**src/rtl/cache_miss_controller_if.sv**
```systemverilog
// Pipeline/tag-array/memory signal bundle for the cache miss controller.
// The slave modport is the controller's view; master is the surrounding pipeline and memory.
interface cache_miss_controller_if #(
    parameter int INDEX_BITS = 6
);
    localparam int TAG_W = 28 - INDEX_BITS;

    logic              MemRead;
    logic              MemWrite;
    logic [31:0]       addr;
    logic              tagMatch;
    logic              lineValid;
    logic              lineDirty;
    logic [TAG_W-1:0]  victimTag;
    logic              memAck;
    logic              hit;
    logic              memReq;
    logic              memWe;
    logic [31:0]       memAddr;
    logic [1:0]        wordSel;
    logic              fillWe;
    logic              tagWe;
    logic              dirtySet;
    logic [15:0]       missCount;

    modport slave (
        input  MemRead, MemWrite, addr, tagMatch, lineValid, lineDirty, victimTag, memAck,
        output hit, memReq, memWe, memAddr, wordSel, fillWe, tagWe, dirtySet, missCount
    );

    modport master (
        output MemRead, MemWrite, addr, tagMatch, lineValid, lineDirty, victimTag, memAck,
        input  hit, memReq, memWe, memAddr, wordSel, fillWe, tagWe, dirtySet, missCount
    );
endinterface

```
**src/rtl/cache_miss_controller.sv**
```systemverilog
// Direct-mapped, write-back cache miss controller: hit detection, 4-word victim
// writeback, 4-word line fill, tag update, and a saturating miss counter.
module cache_miss_controller #(
    parameter int INDEX_BITS = 6
) (
    input  logic                         CLK,
    input  logic                         RST_N,
    cache_miss_controller_if.slave       bus
);
    typedef enum logic [1:0] {
        IDLE      = 2'd0,
        WRITEBACK = 2'd1,
        ALLOCATE  = 2'd2,
        UPDATE    = 2'd3
    } state_t;

    state_t      r_state;
    state_t      w_state_next;
    logic [1:0]  r_word_cnt;
    logic [1:0]  w_word_cnt_next;
    logic [31:4] r_miss_addr;
    logic [15:0] r_miss_count;
    logic        w_capture;
    logic        w_access;
    logic        w_line_hit;
    logic        w_unused_addr_bits;

    assign w_access           = bus.MemRead | bus.MemWrite;
    assign w_line_hit         = bus.tagMatch & bus.lineValid;
    assign w_unused_addr_bits = ^bus.addr[3:0];
    assign bus.missCount      = r_miss_count;

    always_ff @(posedge CLK or negedge RST_N) begin
        if (!RST_N) begin
            r_state      <= IDLE;
            r_word_cnt   <= 2'd0;
            r_miss_addr  <= '0;
            r_miss_count <= 16'd0;
        end else begin
            r_state    <= w_state_next;
            r_word_cnt <= w_word_cnt_next;
            if (w_capture) begin
                r_miss_addr <= bus.addr[31:4];
                if (r_miss_count != 16'hFFFF) begin
                    r_miss_count <= r_miss_count + 16'd1;
                end
            end
        end
    end

    // Outputs decode from registered state, so an async reset clears them with no clock edge.
    always_comb begin
        w_state_next    = r_state;
        w_word_cnt_next = r_word_cnt;
        w_capture       = 1'b0;
        bus.hit         = 1'b0;
        bus.memReq      = 1'b0;
        bus.memWe       = 1'b0;
        bus.memAddr     = '0;
        bus.wordSel     = 2'd0;
        bus.fillWe      = 1'b0;
        bus.tagWe       = 1'b0;
        bus.dirtySet    = 1'b0;
        case (r_state)
            IDLE: begin
                bus.hit = 1'b1;
                if (w_access) begin
                    if (w_line_hit) begin
                        bus.dirtySet = bus.MemWrite;
                    end else begin
                        bus.hit      = 1'b0;
                        w_capture    = 1'b1;
                        w_state_next = (bus.lineValid && bus.lineDirty) ? WRITEBACK : ALLOCATE;
                    end
                end
            end
            WRITEBACK: begin
                bus.memReq  = 1'b1;
                bus.memWe   = 1'b1;
                bus.memAddr = {bus.victimTag, r_miss_addr[3+INDEX_BITS:4], r_word_cnt, 2'b00};
                bus.wordSel = r_word_cnt;
                if (bus.memAck) begin
                    w_word_cnt_next = r_word_cnt + 2'd1;
                    if (r_word_cnt == 2'd3) begin
                        w_state_next = ALLOCATE;
                    end
                end
            end
            ALLOCATE: begin
                bus.memReq  = 1'b1;
                bus.memAddr = {r_miss_addr, r_word_cnt, 2'b00};
                bus.wordSel = r_word_cnt;
                bus.fillWe  = bus.memAck;
                if (bus.memAck) begin
                    w_word_cnt_next = r_word_cnt + 2'd1;
                    if (r_word_cnt == 2'd3) begin
                        w_state_next = UPDATE;
                    end
                end
            end
            UPDATE: begin
                bus.tagWe    = 1'b1;
                w_state_next = IDLE;
            end
            default: begin
                w_state_next = IDLE;
            end
        endcase
    end
endmodule

```
**src/flat_wrapper.sv**
```systemverilog
// flat-port wrapper written by rule: the top's interface ports become plain ports
module cache_miss_controller_flat 
#(
    parameter int INDEX_BITS = 6
)
  (CLK, RST_N, bus_MemRead, bus_MemWrite, bus_addr, bus_tagMatch, bus_lineValid, bus_lineDirty, bus_victimTag, bus_memAck, bus_hit, bus_memReq, bus_memWe, bus_memAddr, bus_wordSel, bus_fillWe, bus_tagWe, bus_dirtySet, bus_missCount);
  cache_miss_controller_if #(.INDEX_BITS(INDEX_BITS)) bus_i ();
  input  logic CLK;
  input  logic RST_N;
  input wire logic [$bits(bus_i.MemRead)-1:0] bus_MemRead;
  input wire logic [$bits(bus_i.MemWrite)-1:0] bus_MemWrite;
  input wire logic [$bits(bus_i.addr)-1:0] bus_addr;
  input wire logic [$bits(bus_i.tagMatch)-1:0] bus_tagMatch;
  input wire logic [$bits(bus_i.lineValid)-1:0] bus_lineValid;
  input wire logic [$bits(bus_i.lineDirty)-1:0] bus_lineDirty;
  input wire logic [$bits(bus_i.victimTag)-1:0] bus_victimTag;
  input wire logic [$bits(bus_i.memAck)-1:0] bus_memAck;
  output wire logic [$bits(bus_i.hit)-1:0] bus_hit;
  output wire logic [$bits(bus_i.memReq)-1:0] bus_memReq;
  output wire logic [$bits(bus_i.memWe)-1:0] bus_memWe;
  output wire logic [$bits(bus_i.memAddr)-1:0] bus_memAddr;
  output wire logic [$bits(bus_i.wordSel)-1:0] bus_wordSel;
  output wire logic [$bits(bus_i.fillWe)-1:0] bus_fillWe;
  output wire logic [$bits(bus_i.tagWe)-1:0] bus_tagWe;
  output wire logic [$bits(bus_i.dirtySet)-1:0] bus_dirtySet;
  output wire logic [$bits(bus_i.missCount)-1:0] bus_missCount;
  assign bus_i.MemRead = bus_MemRead;
  assign bus_i.MemWrite = bus_MemWrite;
  assign bus_i.addr = bus_addr;
  assign bus_i.tagMatch = bus_tagMatch;
  assign bus_i.lineValid = bus_lineValid;
  assign bus_i.lineDirty = bus_lineDirty;
  assign bus_i.victimTag = bus_victimTag;
  assign bus_i.memAck = bus_memAck;
  assign bus_hit = bus_i.hit;
  assign bus_memReq = bus_i.memReq;
  assign bus_memWe = bus_i.memWe;
  assign bus_memAddr = bus_i.memAddr;
  assign bus_wordSel = bus_i.wordSel;
  assign bus_fillWe = bus_i.fillWe;
  assign bus_tagWe = bus_i.tagWe;
  assign bus_dirtySet = bus_i.dirtySet;
  assign bus_missCount = bus_i.missCount;
  cache_miss_controller #(.INDEX_BITS(INDEX_BITS)) u_core (.CLK(CLK), .RST_N(RST_N), .bus(bus_i));
endmodule
```
**config.mk**
```make
export PLATFORM = sky130hd
export DESIGN_NAME = cache_miss_controller_flat
export DESIGN_NICKNAME = d
export VERILOG_FILES = /design/src/rtl/cache_miss_controller_if.sv /design/src/rtl/cache_miss_controller.sv /design/src/flat_wrapper.sv
export SDC_FILE = /design/constraint.sdc
export NUM_CORES = 1
export LEC_CHECK = 0
export CAP_MARGIN = 25
export CORE_UTILIZATION = 46
export DETAILED_ROUTE_END_ITERATION = 6
export HOLD_SLACK_MARGIN = 0.08
export PLACE_DENSITY = 0.87
export SLEW_MARGIN = 20
export SYNTH_ARGS = -nofsm -noshare
export SYNTH_HDL_FRONTEND = slang
export SYNTH_SLANG_ARGS = --single-unit
```
**constraint.sdc**
```tcl
create_clock -name CLK -period 4.55 [get_ports CLK]
set_input_delay 0.6825 -clock CLK [delete_from_list [all_inputs] [get_ports CLK]]
set_output_delay 0.6825 -clock CLK [all_outputs]
set_load 0.02 [all_outputs]
```
Yosys cells after proc, flatten, opt, wreduce, memory -nomap -nowiden --
Index checks and enable logic that the tools add are counted.
Storage, ports and cells: flip-flop bits (word level) 48, bits of input ports 62, output and inout bits 56, word-level logic and storage cells 48
Cells by class: add/sub/neg operators 2, equal/unequal tests 11, mux-type cells 23, bitwise operators 2, reductions and logical operators 6
Operators by type and width (number):
- $pmux 32 s2 | 1
- $add 16x1->16 const B | 1
- $mux 2 | 8
- $ne 16x16->1 const B | 1
- $mux 1 | 13
- $pmux 2 s4 | 1
- $eq 2x2->1 const B | 3
- $ne 2x1->1 const B | 3
- $ne 2x2->1 const B | 3
- $reduce_and 6->1 | 1
- $reduce_and 2->1 | 2
- $add 2x1->2 const B | 1
- $eq 2x1->1 const B | 1
- $logic_not 2->1 | 1
- $reduce_or 2->1 | 1
- $and 1x1->1 | 1
- $logic_and 1x1->1 | 1
- $or 1x1->1 | 1

Logic depth before layout (Yosys ltp) --
depth in word-level cells 5, gate-level depth with buffers 7

Least setup slack after synthesis --
Ideal clock, no wire load.
kind reg-to-output, from reg u_core.r_state[0], to out bus_memAddr[12], data arrival time 1.705 ns, data required time 3.868 ns, slack 2.163 ns, cell stages (with the launch flop) 6, buffers on the path 2, cell sequence dfrtp_1 > inv_1 > ha_1 > clkbuf_1 > clkbuf_1 > nor2b_1
Between the ends: word-level cells in the longest chain between the ends 2, elaborated cells between the ends (all ways) 3
RTL lines:
- start, declared | line cache_miss_controller.sv:17 | state_t r_state;
- start signal, assigned | line cache_miss_controller.sv:40 | r_state <= w_state_next;
- $eq 2x2->1 or $eq 2x1->1 (tied branches) | line cache_miss_controller.sv:64 | case (r_state)
- $pmux 32 s2 (*) | line cache_miss_controller.sv:64
- end, declared | line flat_wrapper.sv:21 | output wire logic [$bits(bus_i.memAddr)-1:0] bus_memAddr;
Mark *: on every way between the ends. The rest lies on a longest branch, timed or not.

Worst setup path in the final report --
from reg u_core.r_state[0], to out bus_memAddr[6]
Same word-level chain as after synthesis.

==> flow_summary.ini <==
[cts]
hold_buffers = 0
clk_pin_slew_ns = 0.09
htreeDepth = 2
clockRootBuffer = clkbuf_8
cts_made_buffers = 5
cts_max_path_buffers = 2
cts_tree = yes
numClockSinks = 48
insertion_delay_ns = 0.29
post_cts.repair.setup_buffers = 0
cts.repair.resized = 0

[placement]
place.gp.congestion = 0.797
hpwl_um = 4950
dp_slack_ns = 1.43
io_buffers = 111

[sta]
rsz0062_at_grt = no
period_minus_slack_ns = 3.40
finalHoldViolCount = 0
timing.hold.ws_ns = 0.415
slew_headroom_pct = 35.9
fin_ws_ns = 1.15
tightestPinTransition_ns = 0.961
fmaxAchievable_mhz = 294
finClkSkew_ns = 0.00560
setup_tns_ns = 0
setup_viol = 0
drv_slew = 0
post-route-period-util_pct = 74.7

[floorplan]
dieArea_um2 = 6140
start_util_pct = 48.1
core_area_um2 = 5570
die_h_um = 78.4
boundaryPins = 118
die_w_um = 78.4
core.rowCount = 27

[cells_and_area]
nets = 412
area_growth_syn_to_layout_pct = 47.3
n_antenna_cell = 0
multiInputGateArea_um2 = 1400
nFillCells = 435
seqCellArea_um2 = 1200
drive_gt1_share_pct = 7.31

[worst_setup_path]
startpoint_type = flop
endpoint_kind = primary output
slowest_stage = ha_1
critPathKind = flop to primary output
critPathMaxStageDelay_ns = 0.78
crit_chain = inv_1, ha_1, o21a_1, and2_1, clkdlybuf4s50_1
critPathRequiredTime_ns = 3.87
worstPathArrival_ns = 2.72
cp_max_fo = 24

[global_routing]
grt-ovfl-total = 0
grt_max_degree = 32
track_usage_pct = 22.5
grt_pass1_vias = 2231
grt_pass1_wl_um = 10600
grt_antenna_before_repair = 0

[yosys]
async_flop_share_pct = 100
yosysWarnings = 0
synth-main-ff-cell = dfrtp_1
synthCells = 233
synth-seq-cells = 48
synth-edff-count = 0
netlist_area_um2 = 2680
seq_area_frac_synth_pct = 44.8
synth.avg_cell_area_um2 = 11.5
synth.distinct_cells = 39

[detailed_routing]
postRouteAntennaNets = 0
via_per_inst = 5.28
route.detailed.drc = 0
vias = 2186
drt_pre_antenna_iters = 4
avgRoutedWirePerCell_um = 15.8
drt_iter0_markers = 76
drt-total-wl_um = 6550

[pwr]
cellPowerDensity_nw_per_um2 = 612
ir_drop_uv = 470
leakage_nw = 1.66

[hold_path]
min_path_type = input port to asynchronous set/reset pin

[flow_run]
maxCapViolations = 0

[run_status]
status = complete, no violations
[metrics by stage]
| stage | power [W] | cells | area (µm²) | util (%) |
|---|---|---|---|---|
| floorplan | 0.00158 | 234 | 2690 | - |
| global placement | 0.00213 | 405 | 3830 | 68.7 |
| detailed placement | 0.00218 | 406 | 3860 | 69.2 |
| CTS | 0.00245 | 414 | 3950 | 70.9 |
| global route | 0.00259 | 414 | 3950 | 70.9 |
| finish | 0.00242 | 414 | 3950 | 70.9 |
[power by group]
part           internal (W)  switching (W)
clock              0.000124       0.000136
sequential         0.000596       0.000122
combinational      0.000724       0.000719
[area by class of cell]
cell class,instances,share of cell area [%]
well taps,72,2.28
clock buffers,7,2.18
multi-input cells,165,35.3
inverters,8,0.760
clock inverters,1,0.190
repair buffers,113,28.9
flip-flops and latches,48,30.4
[worst max-delay path, delay by kind of cell, from the launching register on]
family	cells	cell delay [ns]
adder cells (fa/ha/maj)	1	0.78
buffers and inverters	2	0.76
flip-flops	1	0.43
AO/OA/AOI/OAI	1	0.30
AND/OR/NAND/NOR	1	0.14
[logic make-up after synthesis]
logic type	count (synthesis)	share of synthesized area, %
adders and majority gates	9	4.20
and+or+nand+nor	72	18.6
other	1	0.140
buffers and inverters	21	3.36
xor gates and xnor gates	15	4.89
DFF	48	44.8
AOI/OAI and AO/OA	35	10.5
muxes	32	13.5
[metal layers]
layer  share of wire, %  wire length (µm)  track usage [%]
met2                 53              3490             42.0
met4                1.4                92             5.37
met3                4.7               311             5.70
met1                 41              2660             25.5
met5                  0                 0                0
[final timing paths]
| kind | startpoint | to | slack, ns | cells after the start |
|---|---|---|---|---|
| min in group CLK | u_core.r_miss_addr[5]$_DFFE_PN0P_ | u_core.r_miss_addr[5]$_DFFE_PN0P_ | 0.49 | 1 |
| worst min-delay path | RST_N | u_core.r_miss_addr[18]$_DFFE_PN0P_ | 0.42 | 1 |
| worst max-delay path | u_core.r_state[0]$_DFFE_PN0P_ | bus_memAddr[6] | 1.15 | 5 |
| worst max register to register | u_core.r_state[1]$_DFFE_PN0P_ | u_core.r_state[0]$_DFFE_PN0P_ | 2.36 | 6 |
| max in group asynchronous | RST_N | u_core.bus.missCount[0]$_DFFE_PN0P_ | 3.60 | 2 |
| worst min register to register | u_core.r_miss_addr[5]$_DFFE_PN0P_ | u_core.r_miss_addr[5]$_DFFE_PN0P_ | 0.49 | 1 |
[flip-flops by register name (all words and copies together), names as in the netlist]
signal / count
u_core.r_state: 2
u_core.bus.missCount: 16
u_core.r_miss_addr: 28
u_core.r_word_cnt: 2
[layout by cell type (no fill, tap or decap), types with 2 or more instances in the layout]
| cell type | synthesis | final |
|---|---|---|
| xor2_1 | 11 | 11 |
| and3_1 | 3 | 3 |
| a22oi_1 | 22 | 22 |
| nand4_1 | 2 | 2 |
| conb_1 | 1 | 2 |
| o21ai_0 | 2 | 2 |
| inv_1 | 8 | 8 |
| nand2_1 | 6 | 6 |
| dfrtp_1 | 48 | 48 |
| nor2_1 | 5 | 5 |
| clkdlybuf4s50_1 | 0 | 110 |
| clkbuf_8 | 0 | 6 |
| nand4b_1 | 2 | 2 |
| a21oi_1 | 2 | 2 |
| a211oi_2 | 3 | 3 |
| xnor2_1 | 4 | 4 |
| nor2b_1 | 23 | 23 |
| nand3_2 | 2 | 2 |
| ha_1 | 9 | 9 |
| mux2_1 | 30 | 30 |
| nand3_1 | 7 | 7 |
| and4_1 | 3 | 3 |
| and2_1 | 9 | 9 |
| nor4b_2 | 4 | 4 |
[cells in the mapped netlist, drive strengths merged, types with 2 or more instances]
cell type,instances,area (µm²)
buf,5,30.0
inv,8,30.0
nor3,2,21.3
xnor2,4,35.0
nand4,3,25.0
and2,9,56.3
nor4,2,27.5
and3,3,18.8
a211oi,3,37.5
nand2,6,22.5
and4,3,26.3
nand4b,2,17.5
mux2,31,353
nand3,9,55.1
a22oi,22,165
nor2,5,18.8
a21oi,3,18.8
nor4b,4,60.1
ha,9,113
nor2b,23,144
o21ai,3,15.0
xor2,11,96.3
dfrtp,48,1200
clkbuf,8,30.0
No activity file was read; power rests on OpenSTA's default activity.
